## src/rtl/clk_div_pkg.sv

```systemverilog
// clk_div_pkg: output mode type, default parameters and channel-index width helper
package clk_div_pkg;
  typedef enum logic {MODE_TOGGLE = 1'b0, MODE_PULSE = 1'b1} mode_t;
  localparam int DEF_NUM_CH = 4;
  localparam int DEF_CNT_W = 32;
  localparam int DEF_RST_DIV = 50000000;
  function automatic int ch_w(input int n);
    return n > 1 ? $clog2(n) : 1;
  endfunction
endpackage

```

## src/rtl/clk_div_chan.sv

```systemverilog
// clk_div_chan: one divider channel; new divisors wait in a shadow until the next terminal count
module clk_div_chan import clk_div_pkg::*; #(
  parameter int CNT_W = DEF_CNT_W,
  parameter int RST_DIV = DEF_RST_DIV
) (
  input  logic             clk,
  input  logic             reset,
  input  logic             restart,
  input  logic             wr,
  input  logic [CNT_W-1:0] wr_div,
  input  logic             wr_mode,
  input  logic             wr_en,
  output logic             pending,
  output logic             clk_out,
  output logic             tick
);
  logic [CNT_W-1:0] cnt, div, shadow, last;
  mode_t mode;
  logic en, term, clr, direct;
  always_comb begin
    last = (div == '0) ? '0 : div - CNT_W'(1);
    term = en && cnt >= last;
    clr = wr && (mode_t'(wr_mode) != mode || !wr_en);
    direct = !(wr_en && en);
  end
  always_ff @(posedge clk) begin
    if (reset) begin
      cnt <= '0;
      div <= CNT_W'(RST_DIV);
      shadow <= CNT_W'(RST_DIV);
      mode <= MODE_TOGGLE;
      en <= 1'b1;
      pending <= 1'b0;
      clk_out <= 1'b0;
      tick <= 1'b0;
    end else if (restart) begin
      cnt <= '0;
      clk_out <= 1'b0;
      tick <= 1'b0;
      pending <= 1'b0;
      div <= wr ? wr_div : (pending ? shadow : div);
      if (wr) begin
        shadow <= wr_div;
        mode <= mode_t'(wr_mode);
        en <= wr_en;
      end
    end else begin
      if (wr) begin
        shadow <= wr_div;
        mode <= mode_t'(wr_mode);
        en <= wr_en;
        pending <= !direct;
        if (direct) div <= wr_div;
      end else if (pending && term) begin
        div <= shadow;
        pending <= 1'b0;
      end
      // a mode change or disable starts the channel over from a low, idle output
      if (clr) begin
        cnt <= '0;
        clk_out <= 1'b0;
        tick <= 1'b0;
      end else if (en) begin
        cnt <= term ? '0 : cnt + CNT_W'(1);
        tick <= term;
        clk_out <= (mode == MODE_PULSE) ? term : clk_out ^ term;
      end
    end
  end
endmodule

```

## src/rtl/clk_div_multi.sv

```systemverilog
// clk_div_multi: bank of programmable clock dividers with a shared configuration port
module clk_div_multi import clk_div_pkg::*; #(
  parameter int NUM_CH = DEF_NUM_CH,
  parameter int CNT_W = DEF_CNT_W,
  parameter int RST_DIV = DEF_RST_DIV,
  localparam int CH_W = ch_w(NUM_CH)
) (
  input  logic              clk,
  input  logic              reset,
  input  logic              cfg_valid,
  output logic              cfg_ready,
  input  logic [CH_W-1:0]   cfg_ch,
  input  logic [CNT_W-1:0]  cfg_div,
  input  logic              cfg_mode,
  input  logic              cfg_en,
  input  logic              sync_restart,
  output logic [NUM_CH-1:0] clk_out,
  output logic [NUM_CH-1:0] tick,
  output logic              cfg_err
);
  logic [NUM_CH-1:0] pending, wr;
  logic accept, hit;
  always_comb begin
    cfg_ready = ~|pending;
    accept = cfg_valid && cfg_ready;
    hit = int'(cfg_ch) < NUM_CH;
  end
  always_ff @(posedge clk) begin
    cfg_err <= !reset && accept && !hit;
  end
  for (genvar i = 0; i < NUM_CH; i++) begin : g_ch
    assign wr[i] = accept && hit && cfg_ch == CH_W'(i);
    clk_div_chan #(.CNT_W(CNT_W), .RST_DIV(RST_DIV)) u_chan (
      .clk(clk),
      .reset(reset),
      .restart(sync_restart),
      .wr(wr[i]),
      .wr_div(cfg_div),
      .wr_mode(cfg_mode),
      .wr_en(cfg_en),
      .pending(pending[i]),
      .clk_out(clk_out[i]),
      .tick(tick[i])
    );
  end
endmodule

```

## config.mk

```make
export PLATFORM = sky130hd
export DESIGN_NAME = clk_div_multi
export DESIGN_NICKNAME = d
export VERILOG_FILES = /design/src/rtl/clk_div_pkg.sv /design/src/rtl/clk_div_chan.sv /design/src/rtl/clk_div_multi.sv
export SDC_FILE = /design/constraint.sdc
export NUM_CORES = 1
export LEC_CHECK = 0
export CAP_MARGIN = 20
export CORE_ASPECT_RATIO = 1.2
export CORE_MARGIN = 4
export CORE_UTILIZATION = 68
export CTS_CLUSTER_SIZE = 24
export DETAILED_ROUTE_END_ITERATION = 6
export PLACE_DENSITY_LB_ADDON = 0.2
export SETUP_SLACK_MARGIN = 0.3
export SLEW_MARGIN = 30
export SYNTH_ARGS = -nofsm -noshare
export SYNTH_HDL_FRONTEND = slang
export SYNTH_SLANG_ARGS = --single-unit
```

## constraint.sdc

```tcl
create_clock -name clk -period 12.4 [get_ports clk]
set_clock_uncertainty 0.15 [all_clocks]
set_input_delay 1.24 -clock clk [delete_from_list [all_inputs] [get_ports clk]]
set_output_delay 1.24 -clock clk [all_outputs]
set_load 0.02 [all_outputs]
```

==> run_results.csv <==
group,metric,value,unit
status,outcome,"completed",
critical_path,r2r-start,"g_ch[0].u_chan.div[6]$_SDFFE_PP0P_",
logic_synthesis,synthMuxAreaShare,0.3299,%
placed_design,io_buffers,48,
route,drc_errors,0,
layout,final_cell_count_no_fill,2940,
logic_synthesis,netlist_area,21240,um2
layout,fillers,2193,
clocking,clockBufferDepth,3,
critical_path,cp_common_cell,"nand2_1",
flow_run,drv_cap,0,
logic_synthesis,async_reset_ff_share,0,%
critical_path,crit_start,"g_ch[0].u_chan.div[6]$_SDFFE_PP0P_",
die,die_h,201.6,um
logic_synthesis,synthFlopType,"dfxtp_1",
timing,setup_ws,7052,ps
grt,antenna_found_initial,2,
clocking,clk_pin_slew,70,ps
layout,final_util,76.33,%
critical_path,regToRegEndpoint,"g_ch[0].u_chan.div[6]$_SDFFE_PP0P_",
critical_path,crit_fanout,26,
die,die_w,169.3,um
logic_synthesis,synth_area_leaders,"dfxtp_1 38%, nand2_1 8.7%, ha_1 8.2%",
placed_design,place_inst,2868,
grt,grt_overflow_total,0,
logic_synthesis,synth-compound-area-share,13.95,%
timing,maxSlewHeadroom,41.69,%
clocking,cts_tree,"built",
timing,fin_tns_setup,0,ps
critical_path,r2r_slack,7050,ps
logic_synthesis,synthXorXnorAreaFrac,8.785,%
timing,rsz0062_at_grt,"no",
clocking,clock_sinks,404,
logic_synthesis,synth_nets,2718,
logic_synthesis,synth_top_cells_by_count,"492 x nand2_1, 404 x dfxtp_1, 160 x a21oi_1, 154 x nor3_1, 140 x ha_1",
die,io_pins,50,
logic_synthesis,synth-seq-cells,404,
placed_design,place.gp.congestion,0.9064,
logic_synthesis,synth.most_common_cell,"nand2_1",
route,first_iter_violations,1653,
critical_path,crit_type,"register to register",
logic_synthesis,synth_top_family_by_area,"simple AND/OR/NAND/NOR gates",
timing,setup_viol,0,
die,dieArea,34130,um2
layout,stdcell_area,23400,um2
layout,drive_gt1_share,5.702,%
route,ant_nets,0,
logic_synthesis,synthDistinctLibCells,78,
clocking,root_buffer,"clkbuf_16",
die,coreArea,30650,um2
clocking,cts_resized,0,
layout,syn2layout_area_growth,10.18,%
placed_design,hpwl,37.83,mm
critical_path,path_cells,"or4_4 > or4b_4 > nor4_1 > nand2_1 > nand2_1 > ha_1 > nand4_1 > or4_1 > a31oi_2 > o41a_1 > a22o_1",
power_and_ir_drop,power-per-cell-area,122.8,nW/um2
critical_path,slowest_delay,770,ps
timing,finalCritPeriodShare,43.13,%
logic_synthesis,avgSynthCellArea,8.367,um2
die,rows,70,
clocking,post_cts_buffers,0,
timing,final-hold-violation-count,0,
route,wl_per_cell,18.36,um
grt,grt_pass1_wl,88.99,mm
timing,clock.fmax,187.0,MHz
power_and_ir_drop,leakagePower,0.009542,uW
logic_synthesis,yosysTopAreaCellShare,38.08,%
logic_synthesis,synth_edf_count,0,
critical_path,startpoint_type,"register",
logic_synthesis,syn_inst,2538,
die,floorplan.initialDensity,69.28,%
clocking,cts_inserted_buffers,40,
clocking,cts_hold_buf,0,
power_and_ir_drop,ir_drop,0.1246,mV
route,firstDrtPassIters,5,
timing,fin_crit,5348,ps
placed_design,place_ws,6794,ps
critical_path,critPathCaptureType,"register",
route,wl,53.97,mm
critical_path,required,12740,ps
logic_synthesis,synth_top_area_cell,"dfxtp_1",
worst_hold_path,hold_path_class,"register to register",
timing,slew_viol_final,0,
route,vias_per_cell,6.274,
clocking,htree_num_levels,2,
grt,grt_max_degree,78,
grt,track_usage,30.94,%
timing,max_slew.worst_pin.slew,874.7,ps
critical_path,r2r_cells,11,
grt,first_global_vias,17870,
placed_design,place_area,21920,um2
layout,final_nets,2694,
critical_path,crit_slowest_cell,"o41a_1",
logic_synthesis,yosysSeqAreaShare,38.08,%
logic_synthesis,synth-adder-area-share,8.248,%
route,dr_total_vias,18450,
clocking,clkLatencyLatePin,550,ps
logic_synthesis,post_synth_and_or_nand_nor_area_fraction,26.51,%
critical_path,crit_arrival,5690,ps
logic_synthesis,yosysWarnings,0,
critical_path,crit_end,"g_ch[0].u_chan.div[6]$_SDFFE_PP0P_",
-- worst min-delay path by stage --
stage | startpoint | end | slack, ps | cells after the start
finish | g_ch[2].u_chan.shadow[31]$_SDFFE_PP0P_ | g_ch[2].u_chan.shadow[31]$_SDFFE_PP0P_ | 320 | 2
global route | g_ch[2].u_chan.shadow[29]$_SDFFE_PP0P_ | g_ch[2].u_chan.shadow[29]$_SDFFE_PP0P_ | 330 | 2
global placement | g_ch[3].u_chan.shadow[30]$_SDFFE_PP0P_ | g_ch[3].u_chan.shadow[30]$_SDFFE_PP0P_ | 300 | 2
detailed placement | g_ch[0].u_chan.shadow[4]$_SDFFE_PP0P_ | g_ch[0].u_chan.shadow[4]$_SDFFE_PP0P_ | 300 | 2
CTS | g_ch[2].u_chan.shadow[29]$_SDFFE_PP0P_ | g_ch[2].u_chan.shadow[29]$_SDFFE_PP0P_ | 310 | 2
floorplan | g_ch[0].u_chan.shadow[0]$_SDFFE_PP0P_ | g_ch[0].u_chan.shadow[0]$_SDFFE_PP0P_ | 290 | 2
-- critical path: cells and delay by family (launching register included) --
| family | cells | cell delay (ps) |
|---|---|---|
| adders and majority gates | 1 | 180 |
| DFF | 1 | 360 |
| AOI/OAI and AO/OA | 3 | 1500 |
| and+or+nand+nor | 7 | 3070 |
-- sequential cells by signal (all words and copies together) (netlist names) --
register and count:
g_ch.u_chan.mode 4, g_ch.u_chan.en 4, g_ch.u_chan.shadow 128, g_ch.u_chan.cnt 128
g_ch.u_chan.pending 4, g_ch.u_chan.tick 4, g_ch.u_chan.div 128, g_ch.u_chan.clk_out 4
-- placed cells by master, fill, tap and decap left out, types with 47 or more instances in the layout --
cell type        count
a21oi_1            158
a22o_1              82
clkdlybuf4s50_1     47
dfxtp_1            404
ha_1               140
inv_1               66
nand2_1            492
nand3_1             86
nand4_1             72
nor2_1             118
nor3_1             154
xnor2_1             91
xor2_1             122
-- report_power, final --
group / switching, uW / leakage (uW) / internal, uW
logic: 123 / 0.00556 / 67.7
clock network: 511 / 0.000712 / 828
registers: 19.2 / 0.00327 / 1320
total: 653 / 0.00954 / 2220
-- per-stage QoR --
stage               hold WS, ps  power [uW]
finish                    315.6        2873
global route              327.5        2959
CTS                       314.0        2881
detailed placement        301.4        1556
global placement          295.8        1547
floorplan                 285.4        1489
-- kinds of logic after synthesis --
kind of cell / count (synthesis)
AO/OA/AOI/OAI: 425
XOR/XNOR: 213
adder cells (fa/ha/maj): 140
buffers and inverters: 207
flip-flops: 404
multiplexers: 7
other: 1
AND/OR/NAND/NOR: 1141
-- per-layer routing --
metal,track usage [%],part of all wire [%],vias to the layer above
li1,-,-,8943
met4,14.61,5.2,2
met5,0,0.024,-
met3,4.028,5.5,148
met2,50.91,47,578
met1,40.26,42,8775
-- final cells by class --
type,count,area [um2],share of cell area (%)
inverters,66,247.7,1.059
multi-input cells,1927,12420,53.07
diodes,1,2.502,0.01069
clock inverters,16,297.8,1.273
flip-flops and latches,404,8088,34.56
well taps,396,495.5,2.118
repair buffers,75,680.7,2.909
clock buffers,55,1169,4.994
No activity file was read; power rests on OpenSTA's default activity.
